File: config.mk
export PLATFORM = sky130hd
export DESIGN_NAME = pc_gen_unit_flat
export DESIGN_NICKNAME = d
export VERILOG_FILES = /design/src/rtl/pc_gen_unit_if.sv /design/src/rtl/pc_gen_unit.sv /design/src/flat_wrapper.sv
export SDC_FILE = /design/constraint.sdc
export NUM_CORES = 1
export LEC_CHECK = 0
export CAP_MARGIN = 25
export CELL_PAD_IN_SITES_DETAIL_PLACEMENT = 1
export CELL_PAD_IN_SITES_GLOBAL_PLACEMENT = 1
export CORE_MARGIN = 2
export CORE_UTILIZATION = 32
export DETAILED_ROUTE_END_ITERATION = 12
export PLACE_DENSITY = 0.85
export SYNTH_ARGS = -nofsm -noshare
export SYNTH_HDL_FRONTEND = slang
export SYNTH_SLANG_ARGS = --single-unit
File: constraint.sdc
create_clock -name clk -period 2.8 [get_ports clk]
set_clock_uncertainty 0.15 [all_clocks]
set_input_delay 0.84 -clock clk [delete_from_list [all_inputs] [get_ports clk]]
set_output_delay 0.84 -clock clk [all_outputs]
set_load 0.02 [all_outputs]
File: src/rtl/pc_gen_unit_if.sv
// Fetch PC generator interface: stall/redirect requests in, fetch PC and status out.
// Macro PC_REDIR_CNT_EN adds the redirect counter output.
interface pc_gen_unit_if #(
  parameter int unsigned XLEN      = 32,
  parameter int unsigned NUM_REDIR = 3
);

  logic                      pc_write;
  logic [NUM_REDIR-1:0]      redir_valid;
  logic [NUM_REDIR*XLEN-1:0] redir_target;
  logic [XLEN-1:0]           pc;
  logic [XLEN-1:0]           pc_4;
  logic                      pend_valid;
  logic                      misalign_err;
  logic [XLEN-1:0]           misalign_addr;
`ifdef PC_REDIR_CNT_EN
  logic [31:0]               redir_cnt;
`endif

  // Pipeline control side drives requests and observes the PC.
  modport master (
    output pc_write,
    output redir_valid,
    output redir_target,
    input  pc,
    input  pc_4,
    input  pend_valid,
    input  misalign_err,
    input  misalign_addr
`ifdef PC_REDIR_CNT_EN
    , input redir_cnt
`endif
  );

  modport slave (
    input  pc_write,
    input  redir_valid,
    input  redir_target,
    output pc,
    output pc_4,
    output pend_valid,
    output misalign_err,
    output misalign_addr
`ifdef PC_REDIR_CNT_EN
    , output redir_cnt
`endif
  );

endinterface

File: src/rtl/pc_gen_unit.sv
// Fetch-stage PC generator with prioritised redirects, stall-time redirect buffering and
// misalignment flagging. Macro PC_REDIR_CNT_EN adds a saturating redirect counter.
module pc_gen_unit #(
  parameter int unsigned     XLEN      = 32,
  parameter logic [XLEN-1:0] RESET_VEC = '0,
  parameter int unsigned     NUM_REDIR = 3
) (
  input  logic            clk,
  input  logic            rst,
  pc_gen_unit_if.slave    bus
);

  logic [XLEN-1:0] pc_q, pc_d;
  logic [XLEN-1:0] pend_tgt_q, pend_tgt_d;
  logic            pend_valid_q, pend_valid_d;
  logic            misalign_err_q, misalign_err_d;
  logic [XLEN-1:0] misalign_addr_q, misalign_addr_d;

  logic            sel_valid;
  logic [XLEN-1:0] sel_target;
  logic [XLEN-1:0] pc_plus4;
  logic [XLEN-1:0] cand;
  logic            cand_redir;

  assign pc_plus4 = pc_q + XLEN'(4);

  // Scan from the lowest priority upward so the lowest valid index is written last.
  always_comb begin
    sel_valid  = 1'b0;
    sel_target = '0;
    for (int i = NUM_REDIR - 1; i >= 0; i--) begin
      if (bus.redir_valid[i]) begin
        sel_valid  = 1'b1;
        sel_target = bus.redir_target[i*XLEN +: XLEN];
      end
    end
  end

  always_comb begin
    cand       = pc_plus4;
    cand_redir = 1'b0;
    if (sel_valid) begin
      cand       = sel_target;
      cand_redir = 1'b1;
    end else if (pend_valid_q) begin
      cand       = pend_tgt_q;
      cand_redir = 1'b1;
    end
  end

  always_comb begin
    pc_d            = pc_q;
    pend_tgt_d      = pend_tgt_q;
    pend_valid_d    = pend_valid_q;
    misalign_err_d  = 1'b0;
    misalign_addr_d = misalign_addr_q;
    if (bus.pc_write) begin
      pc_d         = {cand[XLEN-1:2], 2'b00};
      pend_valid_d = 1'b0;
      if (cand_redir && (cand[1:0] != 2'b00)) begin
        misalign_err_d  = 1'b1;
        misalign_addr_d = cand;
      end
    end else if (sel_valid) begin
      // Latest stalled redirect wins over anything already buffered.
      pend_valid_d = 1'b1;
      pend_tgt_d   = sel_target;
    end
  end

  always_ff @(posedge clk) begin
    if (rst) begin
      pc_q            <= RESET_VEC;
      pend_tgt_q      <= '0;
      pend_valid_q    <= 1'b0;
      misalign_err_q  <= 1'b0;
      misalign_addr_q <= '0;
    end else begin
      pc_q            <= pc_d;
      pend_tgt_q      <= pend_tgt_d;
      pend_valid_q    <= pend_valid_d;
      misalign_err_q  <= misalign_err_d;
      misalign_addr_q <= misalign_addr_d;
    end
  end

`ifdef PC_REDIR_CNT_EN
  logic [31:0] redir_cnt_q, redir_cnt_d;

  always_comb begin
    redir_cnt_d = redir_cnt_q;
    if (bus.pc_write && cand_redir && (redir_cnt_q != 32'hFFFF_FFFF)) begin
      redir_cnt_d = redir_cnt_q + 32'd1;
    end
  end

  always_ff @(posedge clk) begin
    if (rst) begin
      redir_cnt_q <= '0;
    end else begin
      redir_cnt_q <= redir_cnt_d;
    end
  end

  assign bus.redir_cnt = redir_cnt_q;
`endif

  assign bus.pc            = pc_q;
  assign bus.pc_4          = pc_plus4;
  assign bus.pend_valid    = pend_valid_q;
  assign bus.misalign_err  = misalign_err_q;
  assign bus.misalign_addr = misalign_addr_q;

endmodule

File: src/flat_wrapper.sv
// flat-port wrapper written by rule: the top's interface ports become plain ports
module pc_gen_unit_flat 
#(
  parameter int unsigned     XLEN      = 32,
  parameter logic [XLEN-1:0] RESET_VEC = '0,
  parameter int unsigned     NUM_REDIR = 3
)
  (clk, rst, bus_pc_write, bus_redir_valid, bus_redir_target, bus_pc, bus_pc_4, bus_pend_valid, bus_misalign_err, bus_misalign_addr);
  pc_gen_unit_if #(.XLEN(XLEN), .NUM_REDIR(NUM_REDIR)) bus_i ();
  input  logic clk;
  input  logic rst;
  input wire logic [$bits(bus_i.pc_write)-1:0] bus_pc_write;
  input wire logic [$bits(bus_i.redir_valid)-1:0] bus_redir_valid;
  input wire logic [$bits(bus_i.redir_target)-1:0] bus_redir_target;
  output wire logic [$bits(bus_i.pc)-1:0] bus_pc;
  output wire logic [$bits(bus_i.pc_4)-1:0] bus_pc_4;
  output wire logic [$bits(bus_i.pend_valid)-1:0] bus_pend_valid;
  output wire logic [$bits(bus_i.misalign_err)-1:0] bus_misalign_err;
  output wire logic [$bits(bus_i.misalign_addr)-1:0] bus_misalign_addr;
  assign bus_i.pc_write = bus_pc_write;
  assign bus_i.redir_valid = bus_redir_valid;
  assign bus_i.redir_target = bus_redir_target;
  assign bus_pc = bus_i.pc;
  assign bus_pc_4 = bus_i.pc_4;
  assign bus_pend_valid = bus_i.pend_valid;
  assign bus_misalign_err = bus_i.misalign_err;
  assign bus_misalign_addr = bus_i.misalign_addr;
  pc_gen_unit #(.XLEN(XLEN), .RESET_VEC(RESET_VEC), .NUM_REDIR(NUM_REDIR)) u_core (.clk(clk), .rst(rst), .bus(bus_i));
endmodule
### Yosys cells after proc, flatten, opt, wreduce, memory -nomap -nowiden

Index checks and enable logic that the tools add are counted.
Widths: inputs -> output; s select.

| cells by class | value |
|---|---|
| $add $sub $neg | 1 |
| multiplexer cells | 11 |
| bitwise operators | 1 |
| reduce and logical (&&, ||, !) cells | 6 |

Operators by type and width:

| cell | count |
|---|---|
| $mux 32 | 5 |
| $add 32x3->32 const B | 1 |
| $mux 1 | 6 |
| $reduce_and 2->1 | 2 |
| $reduce_or 2->1 | 2 |
| $reduce_bool 2->1 | 1 |
| $logic_and 1x1->1 | 1 |
| $not 1->1 | 1 |

| storage, ports and cells | value |
|---|---|
| flip-flop bits (word level) | 96 |
| input bits | 102 |
| word-level logic and storage cells | 24 |

### Longest topological paths before layout

Gate-level depths: netlist of the first run.

| logic depth | value |
|---|---|
| depth in word-level cells | 7 |
| mapped depth | 9 |

### Worst setup path after synthesis of the first run

Ideal clock, no wire load.

| timing path | value |
|---|---|
| path type | register to output |
| start | register u_core.pc_q[2], in the netlist u_core.bus.pc[2] |
| end | output bus_pc_4[22] |
| arrival time | 1,959 ps |
| required time | 1,810 ps |
| setup slack | -149 ps |
| stages on the path, launching flop included | 6 |
| cells stage by stage | dfxtp_1 ha_1 clkbuf_1 nand3_1 or3_1 xnor2_1 |

| on the way | value |
|---|---|
| longest elaborated chain between the ends | 1 |

Ends and longest elaborated chain:

| element | RTL line | text |
|---|---|---|
| from (decl) | pc_gen_unit.sv:13 | `logic [XLEN-1:0] pc_q, pc_d;` |
| from (signal assigned) | pc_gen_unit.sv:79 | `pc_q <= pc_d;` |
| $add 32x3->32 | pc_gen_unit.sv:25 | `assign pc_plus4 = pc_q + XLEN'(4);` |
| to (decl) | flat_wrapper.sv:16 | `output wire logic [$bits(bus_i.pc_4)-1:0] bus_pc_4;` |

Every way passes these cells.

### Worst setup path after layout of the first run

| timing path | value |
|---|---|
| start | register u_core.pc_q[17], in the netlist u_core.bus.pc[17] |
| end | output bus_pc_4[28] |

Same word-level chain as after synthesis.

==> results of run 1 <==
==> per-layer routing <==
| layer | wire length [um] | share of wire |
|---|---|---|
| met2 | 11770 | 0.48 |
| met4 | 792 | 0.033 |
| met5 | 0 | 0 |
| met3 | 1570 | 0.065 |
| met1 | 10180 | 0.42 |
==> synthesized netlist by cell type, types with 5 or more instances <==
master    instances  share of area
nand3b_1         12          0.016
a211oi_1         10          0.014
a31oi_1           9          0.010
and3_1            6         0.0069
a21oi_1          57          0.052
inv_1             9         0.0062
a311oi_1          6         0.0096
buf_2            14          0.013
o21ai_0          14          0.013
o211ai_1         18          0.025
o21ai_1          22          0.020
dfxtp_1          96           0.35
buf_4             8          0.011
nor2b_1          11          0.013
nor2_1           72          0.049
a211oi_2         10          0.023
a22oi_1          20          0.027
xnor2_1          18          0.029
xor2_1           10          0.016
clkbuf_1         38          0.026
nor3_1           10         0.0091
a221oi_1          5         0.0080
nand3_1          15          0.014
nand2_1         119          0.082
mux2i_1          17          0.031
nand4_1          11          0.013
==> cells by family after synthesis <==
| logic type | synth area share |
|---|---|
| fa+ha+maj | 0.002286 |
| flops | 0.3512 |
| mux | 0.03522 |
| buf+inv | 0.05877 |
| simple gates | 0.2625 |
| xor+xnor | 0.04482 |
| other cells | 0.0006854 |
| compound gates | 0.2445 |
==> power by group <==
| group | leakage, nW | internal (mW) | switching (mW) |
|---|---|---|---|
| clock network | 0.154 | 0.808 | 0.551 |
| logic | 2.78 | 0.567 | 0.615 |
| registers | 0.801 | 1.47 | 0.0840 |
==> final timing paths <==
path / startpoint / cells past startpoint / end / slack [ns]
max: u_core.bus.pc[17]$_SDFFE_PP0P_ / 6 / bus_pc_4[28] / -0.14
min: u_core.pend_tgt_q[3]$_SDFFE_PP0P_ / 2 / u_core.pend_tgt_q[3]$_SDFFE_PP0P_ / 0.31
max reg2reg: u_core.bus.pc[9]$_SDFFE_PP0P_ / 9 / u_core.bus.pc[26]$_SDFFE_PP0P_ / 0.55
min reg2reg: u_core.pend_tgt_q[3]$_SDFFE_PP0P_ / 2 / u_core.pend_tgt_q[3]$_SDFFE_PP0P_ / 0.31
==> sequential cells by signal, indices dropped and copies added (netlist names) <==
name,count
u_core.bus.misalign_addr,32
u_core.bus.pend_valid,1
u_core.bus.misalign_err,1
u_core.bus.pc,30
u_core.pend_tgt_q,32
==> final cells by class <==
| type | instances | share of cell area |
|---|---|---|
| Clock inverter | 3 | 0.007109 |
| Sequential cell | 96 | 0.2146 |
| Clock buffer | 13 | 0.02734 |
| Inverter | 9 | 0.003691 |
| Timing Repair Buffer | 336 | 0.3307 |
| Tap cell | 220 | 0.03008 |
| Multi-Input combinational cell | 542 | 0.3865 |
==> metrics by stage <==
| stage | setup TNS, ns | utilization | total power, mW |
|---|---|---|---|
| floorplan | -0.06202 | - | 2.106 |
| global placement | -18.44 | 0.5112 | 2.692 |
| detailed placement | -19.26 | 0.5119 | 2.734 |
| CTS | -1.681 | 0.5380 | 4.070 |
| global route | -1.762 | 0.5500 | 4.263 |
| finish | -0.9407 | 0.5500 | 4.095 |
==> critical path, cell delays in order, from the launching register on <==
cell and delay (ns):
dfxtp_2 0.36, nand3_4 0.13, nor4_4 0.30, buf_6 0.18
nand4_1 0.26, xnor2_2 0.21, buf_4 0.16
==> repair_timing <==
| item | CTS | global route |
|---|---|---|
| gates resized for setup | 139 | 72 |
| setup endpoints to repair | 29 | 49 |
| pin swaps | 4 | 12 |
| setup buffers | 1 | 10 |
==> Implementation_results.wiki, run 1 <==
{| class="wikitable"
! Metric !! Value
|-
| Result of the run || finished, violations left
|-
| Violations in the final reports || negative setup slack
|-
| Clock transition at the registers of the reported paths || 0.07 ns
|-
| GRT Util Overall || 0.2525
|-
| Smallest setup slack after layout || -0.1380 ns
|-
| CTS Hold Bufs || 0
|-
| Final critical path time including I/O delays and setup || 2.938 ns
|-
| Nets || 1097
|-
| Number of buffers created by CTS || 9
|-
| Total grt overflow || 0
|-
| Setup violations, final || 14
|-
| Antenna Diode Count || 0
|-
| Post-detailed-route count of antenna-violating nets || 0
|-
| Clock buffer depth || 2
|-
| Worst slew pin tran || 0.6210 ns
|-
| Combined area of all synthesized cells || 5471 um^2
|-
| Share of the yosys chip area belonging to registers || 0.3512
|-
| Endpoint arrival time on the critical path || 1.95 ns
|-
| Final Instance Area || 9153 um^2
|-
| Vias || 6693
|-
| Async set-or-reset flop fraction in the synthesized netlist || 0
|-
| Ys flop type || dfxtp_1
|-
| HP Class || flip-flop to flip-flop
|-
| Number of fill cells in the layout || 1971
|-
| Global Route met1 Usage || 0.3327
|-
| Placed Cells || 1192
|-
| Most common library cell in the layout ignoring fill and taps || clkdlybuf4s50_1
|-
| Met3 layer usage reported by global route || 0.05068
|-
| First-pass GRT wire length || 36.20 mm
|-
| Iter 0 DRT Violations || 414
|-
| Max transition margin || 0.5856
|-
| Element type at the critical path end || output port
|-
| Final non-filler cell total || 1219
|-
| Post-route clock period utilization || 1.049
|-
| Final routed wire length divided by cell count || 19.94 um
|-
| Drt via density || 5.491
|-
| Layout Area Growth over Synthesis || 67.28%
|-
| Unique masters post-synth || 62
|-
| Sink Count || 96
|-
| Starting density of the core || 0.3288
|-
| Worst slack on hold paths || 0.3072 ns
|-
| Cell Rows || 47
|-
| RSZ-0062 raised after global routing || true
|-
| Area used by multi-input combinational logic || 3537 um^2
|-
| Number of enable flip-flop cells after synthesis || 0
|-
| TritonCTS clock tree || built
|-
| Total count of hold-check failures in the final report || 0
|-
| Setup slack after placement || -0.4021 ns
|-
| Most utilized layer in the global route result || met2
|-
| Required arrival time at the worst endpoint || 1.81 ns
|-
| Clock latency of the later-clocked register in the worst-skew pair || 0.35 ns
|-
| DRC violation count after routing || 0
|-
| Sequential cell area || 1964 um^2
|-
| Maximum number of pins on one net before global-route repair || 76
|-
| Die X-Extent || 134.8 um
|-
| Instance area at placement || 8519 um^2
|-
| Count of input and output buffers || 195
|-
| Routed wire length || 24.31 mm
|-
| Cells after Synth || 706
|-
| Critical Path Fanout Max || 5
|-
| Antenna violations before repair || 0
|-
| Most frequent cells in the layout || clkdlybuf4s50_1 (162), buf_4 (140), nand2_1 (116)
|-
| Max-cap violation count || 0
|-
| Final weighted congestion in routability-driven placement || 0.8617
|-
| Kind of critical path || flip-flop to output port
|-
| Power per unit of standard cell area || 447.5 nW/um^2
|-
| Number of top-level design ports || 200
|-
| Synth Warn # || 0
|-
| CTS Root Buffer Type || clkbuf_16
|-
| Number of pins with negative max-slew slack in the final report || 0
|-
| Core footprint || 16640 um^2
|-
| Die outline area || 18160 um^2
|-
| Total of flip-flops plus latches after synthesis || 96
|-
| Share of post-route cells with drive strength above 1 || 0.2783
|-
| Leakage || 3.731 nW
|-
| Mean instance size in the synthesized netlist || 7.750 um^2
|-
| Kind of start point of the critical path || flip-flop
|-
| Number of global-route vias before repair || 6779
|-
| Die Y-Extent || 134.8 um
|-
| Maximum resistive drop on vdd || 0.2884 mV
|-
| Sum of net half-perimeters after detailed placement || 17.57 mm
|-
| Max H-tree Level || 3
|-
| Global routing met2 resource utilization || 0.4117
|-
| Number of detailed-route iterations in the first pass || 4
|-
| Highest Clock Rate || 340.4 MHz
|}
(Power assumes the default switching activity.)
==> run 2: changes to the inputs <==
Settings changed: GPL_TIMING_DRIVEN set to 1, HOLD_SLACK_MARGIN set to 0.15.
==> results of run 2 <==
The final DEF is identical to that of run 1; final timing and power are the same.
